**config.mk**
```make
export PLATFORM = sky130hd
export DESIGN_NAME = spi_master_ctrl_flat
export DESIGN_NICKNAME = d
export VERILOG_FILES = /design/src/rtl/spi_master_ctrl_if.sv /design/src/rtl/spi_master_ctrl.sv /design/src/flat_wrapper.sv
export SDC_FILE = /design/constraint.sdc
export NUM_CORES = 1
export LEC_CHECK = 0
export BUFFER_PORTS_ARGS = -buffer_cell sky130_fd_sc_hd__buf_2
export CAP_MARGIN = 20
export CORE_MARGIN = 2
export CORE_UTILIZATION = 43
export DETAILED_ROUTE_END_ITERATION = 10
export HOLD_SLACK_MARGIN = 0.06
export SYNTH_ARGS = -nofsm -noshare
export SYNTH_HDL_FRONTEND = slang
export SYNTH_SLANG_ARGS = --single-unit
```
**constraint.sdc**
```tcl
create_clock -name clk -period 2 [get_ports clk]
set_clock_uncertainty 0.1 [all_clocks]
set_input_delay 0.2 -clock clk [delete_from_list [all_inputs] [get_ports clk]]
set_output_delay 0.2 -clock clk [all_outputs]
set_load 0.01 [all_outputs]
```
**src/rtl/spi_master_ctrl_if.sv**
```systemverilog
// Host and SPI bus signals of spi_master_ctrl, bundled for port connection.
//   start    host -> ctrl   request a frame (taken only while busy = 0)
//   tx_data  host -> ctrl   word to send, captured on the accepting cycle
//   busy     ctrl -> host   frame in progress
//   done     ctrl -> host   one-cycle pulse at frame end
//   rx_data  ctrl -> host   received word, valid from the done cycle
//   sclk/cs/mosi  ctrl -> SPI slave
//   miso          SPI slave -> ctrl
// Modport master is the requesting side (host plus SPI slave model);
// modport slave is the controller serving the requests.
interface spi_master_ctrl_if #(
   parameter int unsigned DATA_WIDTH = 8
);
   logic                  start;
   logic [DATA_WIDTH-1:0] tx_data;
   logic                  busy;
   logic                  done;
   logic [DATA_WIDTH-1:0] rx_data;
   logic                  sclk;
   logic                  cs;
   logic                  mosi;
   logic                  miso;

   modport master (
      output start, tx_data, miso,
      input  busy, done, rx_data, sclk, cs, mosi
   );

   modport slave (
      input  start, tx_data, miso,
      output busy, done, rx_data, sclk, cs, mosi
   );
endinterface

```
**src/rtl/spi_master_ctrl.sv**
```systemverilog
// Single-clock SPI master: one full-duplex, MSB-first frame per accepted
// start. Frame = SETUP (CLK_DIV cycles, cs active), TRANSFER (2*DATA_WIDTH
// sclk half-periods of CLK_DIV cycles), HOLD (CLK_DIV cycles), then the done
// cycle back in IDLE. All outputs are registered.
//   clk  system clock, rising edge
//   rst  synchronous active-high reset
//   bus  spi_master_ctrl_if.slave: start/tx_data/busy/done/rx_data host
//        handshake plus sclk/cs/mosi/miso SPI pins
module spi_master_ctrl #(
   parameter bit          CPOL                        = 1'b0,
   parameter bit          CPHA                        = 1'b0,
   parameter bit          CHIP_SELECT_ACTIVE_POLARITY = 1'b0,
   parameter int unsigned DATA_WIDTH                  = 8,
   parameter int unsigned CLK_DIV                     = 2
) (
   input logic               clk,
   input logic               rst,
   spi_master_ctrl_if.slave  bus
);

   localparam int unsigned     HC_W    = $clog2(CLK_DIV) + 1;
   localparam int unsigned     EC_W    = $clog2(2 * DATA_WIDTH) + 1;
   localparam logic [HC_W-1:0] HC_LAST = HC_W'(CLK_DIV - 1);
   localparam logic [EC_W-1:0] EC_LAST = EC_W'(2 * DATA_WIDTH - 1);
   localparam logic            CS_ACT  = CHIP_SELECT_ACTIVE_POLARITY;

   typedef enum logic [1:0] {
      ST_IDLE,
      ST_SETUP,
      ST_TRANSFER,
      ST_HOLD
   } state_t;

   state_t                state_q, state_d;
   logic [HC_W-1:0]       hcnt_q, hcnt_d;
   logic [EC_W-1:0]       ecnt_q, ecnt_d;
   logic [DATA_WIDTH-1:0] tx_sr_q, tx_sr_d;
   logic [DATA_WIDTH-1:0] rx_sr_q, rx_sr_d;
   logic [DATA_WIDTH-1:0] rx_data_q, rx_data_d;
   logic                  sclk_q, sclk_d;
   logic                  cs_q, cs_d;
   logic                  mosi_q, mosi_d;
   logic                  busy_q, busy_d;
   logic                  done_q, done_d;

   logic half_end;
   logic leading;
   logic sample_edge;

   assign half_end    = (hcnt_q == HC_LAST);
   // ecnt_q counts edges already driven, so the edge about to be driven is
   // odd (leading) when ecnt_q is even.
   assign leading     = ~ecnt_q[0];
   assign sample_edge = (leading != CPHA);

   always_comb begin
      state_d   = state_q;
      hcnt_d    = hcnt_q;
      ecnt_d    = ecnt_q;
      tx_sr_d   = tx_sr_q;
      rx_sr_d   = rx_sr_q;
      rx_data_d = rx_data_q;
      sclk_d    = sclk_q;
      cs_d      = cs_q;
      mosi_d    = mosi_q;
      busy_d    = busy_q;
      done_d    = 1'b0;

      case (state_q)
         ST_IDLE: begin
            mosi_d = 1'b0;
            sclk_d = CPOL;
            if (bus.start) begin
               tx_sr_d = bus.tx_data;
               rx_sr_d = '0;
               hcnt_d  = '0;
               ecnt_d  = '0;
               cs_d    = CS_ACT;
               busy_d  = 1'b1;
               // CPHA=0 presents the MSB with cs; CPHA=1 waits for edge 1.
               mosi_d  = CPHA ? 1'b0 : bus.tx_data[DATA_WIDTH-1];
               state_d = ST_SETUP;
            end
         end

         ST_SETUP: begin
            if (half_end) begin
               hcnt_d  = '0;
               state_d = ST_TRANSFER;
            end else begin
               hcnt_d = hcnt_q + HC_W'(1);
            end
         end

         ST_TRANSFER: begin
            if (half_end) begin
               hcnt_d = '0;
               sclk_d = ~sclk_q;
               ecnt_d = ecnt_q + EC_W'(1);
               if (sample_edge) begin
                  // miso is stable across the half-period ending here.
                  rx_sr_d = {rx_sr_q[DATA_WIDTH-2:0], bus.miso};
               end else if (CPHA) begin
                  mosi_d  = tx_sr_q[DATA_WIDTH-1];
                  tx_sr_d = tx_sr_q << 1;
               end else if (ecnt_q != EC_LAST) begin
                  mosi_d  = tx_sr_q[DATA_WIDTH-2];
                  tx_sr_d = tx_sr_q << 1;
               end
               if (ecnt_q == EC_LAST) begin
                  ecnt_d  = '0;
                  state_d = ST_HOLD;
               end
            end else begin
               hcnt_d = hcnt_q + HC_W'(1);
            end
         end

         ST_HOLD: begin
            if (half_end) begin
               hcnt_d    = '0;
               cs_d      = ~CS_ACT;
               busy_d    = 1'b0;
               done_d    = 1'b1;
               rx_data_d = rx_sr_q;
               mosi_d    = 1'b0;
               state_d   = ST_IDLE;
            end else begin
               hcnt_d = hcnt_q + HC_W'(1);
            end
         end

         default: state_d = ST_IDLE;
      endcase
   end

   always_ff @(posedge clk) begin
      if (rst) begin
         state_q   <= ST_IDLE;
         hcnt_q    <= '0;
         ecnt_q    <= '0;
         tx_sr_q   <= '0;
         rx_sr_q   <= '0;
         rx_data_q <= '0;
         sclk_q    <= CPOL;
         cs_q      <= ~CS_ACT;
         mosi_q    <= 1'b0;
         busy_q    <= 1'b0;
         done_q    <= 1'b0;
      end else begin
         state_q   <= state_d;
         hcnt_q    <= hcnt_d;
         ecnt_q    <= ecnt_d;
         tx_sr_q   <= tx_sr_d;
         rx_sr_q   <= rx_sr_d;
         rx_data_q <= rx_data_d;
         sclk_q    <= sclk_d;
         cs_q      <= cs_d;
         mosi_q    <= mosi_d;
         busy_q    <= busy_d;
         done_q    <= done_d;
      end
   end

   assign bus.busy    = busy_q;
   assign bus.done    = done_q;
   assign bus.rx_data = rx_data_q;
   assign bus.sclk    = sclk_q;
   assign bus.cs      = cs_q;
   assign bus.mosi    = mosi_q;

endmodule
```
**src/flat_wrapper.sv**
```systemverilog
// flat-port wrapper written by rule: the top's interface ports become plain ports
module spi_master_ctrl_flat 
#(
   parameter bit          CPOL                        = 1'b0,
   parameter bit          CPHA                        = 1'b0,
   parameter bit          CHIP_SELECT_ACTIVE_POLARITY = 1'b0,
   parameter int unsigned DATA_WIDTH                  = 8,
   parameter int unsigned CLK_DIV                     = 2
)
  (clk, rst, bus_start, bus_tx_data, bus_miso, bus_busy, bus_done, bus_rx_data, bus_sclk, bus_cs, bus_mosi);
  spi_master_ctrl_if #(.DATA_WIDTH(DATA_WIDTH)) bus_i ();
  input logic clk;
  input logic rst;
  input wire logic [$bits(bus_i.start)-1:0] bus_start;
  input wire logic [$bits(bus_i.tx_data)-1:0] bus_tx_data;
  input wire logic [$bits(bus_i.miso)-1:0] bus_miso;
  output wire logic [$bits(bus_i.busy)-1:0] bus_busy;
  output wire logic [$bits(bus_i.done)-1:0] bus_done;
  output wire logic [$bits(bus_i.rx_data)-1:0] bus_rx_data;
  output wire logic [$bits(bus_i.sclk)-1:0] bus_sclk;
  output wire logic [$bits(bus_i.cs)-1:0] bus_cs;
  output wire logic [$bits(bus_i.mosi)-1:0] bus_mosi;
  assign bus_i.start = bus_start;
  assign bus_i.tx_data = bus_tx_data;
  assign bus_i.miso = bus_miso;
  assign bus_busy = bus_i.busy;
  assign bus_done = bus_i.done;
  assign bus_rx_data = bus_i.rx_data;
  assign bus_sclk = bus_i.sclk;
  assign bus_cs = bus_i.cs;
  assign bus_mosi = bus_i.mosi;
  spi_master_ctrl #(.CPOL(CPOL), .CPHA(CPHA), .CHIP_SELECT_ACTIVE_POLARITY(CHIP_SELECT_ACTIVE_POLARITY), .DATA_WIDTH(DATA_WIDTH), .CLK_DIV(CLK_DIV)) u_core (.clk(clk), .rst(rst), .bus(bus_i));
endmodule
```
=== After elaboration in Yosys (flattened, before gate mapping) ===
Cells that the tools add are included.

* Bits of input ports: 12
* Flip-flop bits (word level): 37

* Reductions and logical operators: 14
* Eq/ne operators: 14
* Add/sub/neg operators: 2
* Muxes and demuxes: 36
* Bitwise gates (word level): 2

{| class="wikitable"
|+ Operator list
! kind !! number
|-
| $mux 7 || 4
|-
| $mux 8 || 3
|-
| $pmux 8 s2 || 1
|-
| $mux 5 || 3
|-
| $reduce_and 5->1 || 3
|-
| $mux 2 || 7
|-
| $pmux 7 s2 || 1
|-
| $ne 2x1->1 const B || 6
|-
| $mux 1 || 10
|-
| $pmux 5 s2 || 1
|-
| $pmux 2 s4 || 1
|-
| $pmux 1 s2 || 3
|-
| $reduce_and 3->1 || 2
|-
| $add 5x1->5 const B || 1
|-
| $eq 5x4->1 const B || 1
|-
| $ne 5x4->1 const B || 1
|-
| $eq 2x1->1 const B || 2
|-
| $eq 2x2->1 const B || 2
|-
| $ne 2x2->1 const B || 2
|-
| $pmux 2 s2 || 1
|-
| $reduce_and 2->1 || 2
|-
| $reduce_and 4->1 || 1
|-
| $reduce_bool 2->1 || 2
|-
| $pmux 1 s3 || 1
|-
| other kinds (6) || 7
|}

=== Longest topological paths before layout ===
* Depth in word-level cells: 5
* Mapped depth: 8

=== Worst setup path before layout ===
No wires, ideal clock.

* Path type: register -> register
* From: register u_core.state_q[0]
* To: register u_core.tx_sr_q[1]
* Data arrival time: 1.530 ns
* Setup slack: 0.248 ns
* Period minus slack after synthesis: 1.752 ns
* Cell stages (with the launch flop): 9
* Path buffers: 2
* Required time: 1.778 ns
* Cells stage by stage: dfxtp_1 inv_1 ha_1 buf_2 nand2b_1 nor3_4 and3_4 buf_6 a221o_1

* Word-level cells in the longest chain between the ends: 3

{| class="wikitable"
|+ Ends and longest elaborated chain
! item !! line !! source
|-
| from (decl) || spi_master_ctrl.sv:34 || <nowiki>state_t state_q, state_d;</nowiki>
|-
| from (signal assigned) || spi_master_ctrl.sv:151 || <nowiki>state_q <= state_d;</nowiki>
|-
| $eq 2x2->1 / $logic_not 2->1 (equally long branches) || spi_master_ctrl.sv:69 || <nowiki>case (state_q)</nowiki>
|-
| $ne 2x1->1 (no line), or another cell as far along || - ||
|-
| $reduce_and 5->1 (no line) || - ||
|-
| to (signal assigned) || spi_master_ctrl.sv:154 || <nowiki>tx_sr_q <= tx_sr_d;</nowiki>
|-
| to (decl) || spi_master_ctrl.sv:37 || <nowiki>logic [DATA_WIDTH-1:0] tx_sr_q, tx_sr_d;</nowiki>
|}

Parallel ways exist; a longest one is shown, timed or not.
A chain may end at the register's enable or synchronous reset.

=== Worst setup path in the final report ===
* From: register u_core.state_q[0]
* To: register u_core.rx_sr_q[6]

* Word-level cells in the longest chain between the ends: 3

{| class="wikitable"
|+ Ends and longest elaborated chain
! item !! line !! source
|-
| $eq 2x2->1 / $logic_not 2->1 (equally long branches) || spi_master_ctrl.sv:69 ||
|-
| $ne 2x2->1 (no line), or another cell as far along || - ||
|-
| $reduce_and 4->1 (no line) || - ||
|-
| to (signal assigned) || spi_master_ctrl.sv:155 || <nowiki>rx_sr_q <= rx_sr_d;</nowiki>
|-
| to (decl) || spi_master_ctrl.sv:38 || <nowiki>logic [DATA_WIDTH-1:0] rx_sr_q, rx_sr_d;</nowiki>
|}

Parallel ways exist; a longest one is shown, timed or not.

==> impl_metrics.tcl <==
set metrics [dict create \
    status "finished, final reports clean" \
    fin_nets 231 \
    grt_usage_pct 18.8 \
    drc_errors 0 \
    setup_viol 0 \
    fp.dieArea_um2 4500 \
    synth-edff-count 0 \
    crit_arrival_ns 2.02 \
    min_path_type "primary input to flip-flop" \
    clkTransAtPathRegs_ns 0.07 \
    yosysUniqueCellTypes 43 \
    clock_path_buffers 2 \
    die_x_um 67.1 \
    avgRoutedWirePerCell_um 14.3 \
    ys_ff_latch 37 \
    reg2reg_to "u_core.rx_sr_q[6]" \
    crit_required_ns 2.13 \
    syn_area_per_cell_um2 9.31 \
    post-place-ws_ns -0.0125 \
    r2r_cells 6 \
    viasPerCell 5.54 \
    synth.largest_area_cell "dfxtp_1" \
    antenna_found_initial 0 \
    p_per_area_nw_per_um2 1150 \
    coreArea_um2 3740 \
    fmax_ghz 0.528 \
    port-buffer-count 24 \
    grt_pass1_wl_um 6380 \
    p_clk_share_pct 21.6 \
    tightestPinTransition_ns 0.493 \
    grt_max_degree 31 \
    synth_top_area_share_pct 43.2 \
    worst_slack_ns 0.106 \
    reg2reg_from "u_core.state_q[0]" \
    max_cap_viol_count 0 \
    dp_hpwl_um 2640 \
    min_to "u_core.tx_sr_q[0]" \
    sequentialPowerShare_pct 38.8 \
    start_util_pct 45.8 \
    cts.sinks 37 \
    ys.flop_type "dfxtp_1" \
    cts-root-buf "clkbuf_8" \
    synth-seq-area-share_pct 43.2 \
    n_antenna_cell 0 \
    cp-end-kind "flip-flop" \
    slew_viol_final 0 \
    rrSetupSlack_ns 0.11 \
    cts_buffers 5 \
    tns_ns 0 \
    drt_pre_antenna_iters 4 \
    wirelength_um 3750 \
    grt_overflow_total 0 \
    min_path_cells 3 \
    whs_ns 0.116 \
    vias 1451 \
    syn_inst 184 \
    drt_iter0_drc 61 \
    drtAntennaViolNets 0 \
    cell_internal_pwr_mw 1.49 \
    grt_pass1_vias 1437 \
    min-delay-start "bus_tx_data[0]" \
    combPwrFrac_pct 39.6 \
    p_leak_nw 0.837 \
    syn_area_um2 1710 \
    cts_tree "yes" \
    power.share.switching_pct 35.2 \
    slew_headroom_pct 67.1 \
    start_kind "flip-flop" \
    die_h_um 67.1 \
    crit_fanout 11 \
    routabilityCongestion 0.804 \
    ys_warn_count 0 \
    syn-num-nets 202 \
    area_growth_pct 17.4 \
    layout-drive-gt1-share_pct 23.8 \
    h-tree-depth 2 \
    post-route-min-period_ns 1.89 \
    yosys-top-cells-area "dfxtp_1 43%, a21oi_1 6.4%, ha_1 4.4%" \
    p_sw_uw 813 \
    finalCritPeriodShare_pct 94.7 \
    critical_path_class "flip-flop to flip-flop" \
    ioPinCount 25 \
    ys_async_sr_fraction_pct 0 \
    ir_worst_vdd_mv 0.764 \
    worstSkewPairLatency_ns 0.29 \
    fp-row-count 22 \
    hold_viol 0 \
]
[through the flow]
step                      utilization (%)  cell area, um^2  power, mW  std cells
after detailed placement             50.2             1880       1.75        251
after CTS                            52.7             1970       2.26        260
after global placement               50.2             1880       1.73        251
after global routing                 53.7             2010       2.48        262
after floorplan                         -             1710       1.57        184
final                                53.7             2010       2.31        262
[layout by cell type (no fill, tap or decap), types with 2 or more instances in the layout]
cell type	netlist	final
inv_1	3	3
clkbuf_1	5	3
o21ai_0	3	3
ha_1	6	4
a221o_1	6	6
a21oi_1	22	22
a22oi_1	6	6
a22o_1	8	8
nor2b_1	2	2
buf_2	5	24
clkbuf_8	0	5
mux2i_1	3	3
nand2b_1	6	6
buf_4	0	9
dfxtp_1	37	37
or2b_1	2	2
nor2_1	13	13
nor3_1	3	3
nand2_1	14	14
nand3_1	13	13
o21bai_1	2	2
[layer usage]
metal | vias up | track usage, % | routed length [um]
li1 | 726 | - | -
met1 | 684 | 21.7 | 1690
met2 | 35 | 32.5 | 1860
met3 | 6 | 5.74 | 147
met4 | 0 | 6.89 | 58
met5 | - | 0 | 0
[cell usage after synthesis (2+ instances only)]
library cell   n
nand3_1       13
clkbuf_1       5
nor3_1         3
buf_2          5
ha_1           6
a22oi_1        6
a22o_1         8
nand2b_1       6
nor2b_1        2
a21oi_1       22
o21bai_1       2
mux2i_1        3
buf_6          2
a221o_1        6
dfxtp_1       37
or2b_1         2
nand2_1       14
inv_1          3
nor2_1        13
o21ai_0        3
[sequential cells by signal (all words and copies together), names as in the netlist]
register            count
u_core.bus.done         1
u_core.bus.mosi         1
u_core.rx_sr_q          8
u_core.hcnt_q           2
u_core.bus.rx_data      8
u_core.tx_sr_q          7
u_core.bus.busy         1
u_core.bus.cs           1
u_core.bus.sclk         1
u_core.state_q          2
u_core.ecnt_q           5
[critical path, cell delays in order (launching register included)]
cell and delay [ns]:
dfxtp_1 0.39, inv_1 0.12, ha_2 0.28, mux2i_4 0.28
a21oi_1 0.13, o21ai_2 0.33, a22o_1 0.19
[worst max path at each step]
stage	from	end	slack [ns]	cells past startpoint
floorplan	u_core.state_q[0]	u_core.tx_sr_q[1]	0.25	8
global placement	u_core.state_q[0]	u_core.rx_sr_q[6]	0.1	6
detailed placement	u_core.state_q[0]	u_core.rx_sr_q[6]	-0.01	6
CTS	u_core.state_q[0]	u_core.rx_sr_q[6]	0.04	6
global route	u_core.state_q[0]	u_core.rx_sr_q[2]	-0.0005	6
finish	u_core.state_q[0]	u_core.rx_sr_q[6]	0.11	6
[cell families (layout without fill, tap and decap cells)]
| group | after synthesis | after routing | share of synthesized area [%] |
|---|---|---|---|
| flops | 37 | 37 | 43.2 |
| mux | 4 | 4 | 3.07 |
| compound gates | 56 | 56 | 23.0 |
| fa+ha+maj | 6 | 6 | 4.38 |
| simple gates | 66 | 66 | 21.8 |
| buf+inv | 15 | 45 | 4.53 |
[final cells by class]
type / count / area (um^2)
fill: 384 / 1730
sequential: 37 / 741
clock buffer: 8 / 80.1
inverter: 3 / 11.3
tap: 48 / 60.1
timing repair buffer: 34 / 198
multi-input combinational: 132 / 921
[what timing repair did]
item | CTS | global route
resized for setup | 1 | 4
pin swaps | 0 | 1
endpoints found under the hold margin | 1 | 0
hold buffers | 1 | 0
setup buffers | 0 | 2
cloned | 0 | 0
endpoints found under the setup margin | 8 | 17
[power by group through the flow]
stage	clock, mW	combinational (mW)	sequential (mW)
6_report	0.498	0.914	0.896
5_1_grt	0.546	1.03	0.905
4_1_cts	0.506	0.856	0.894
3_5_place_dp	0	0.844	0.911
3_3_place_gp	0	0.824	0.903
2_1_floorplan	0	0.671	0.902
(Power assumes the default switching activity.)
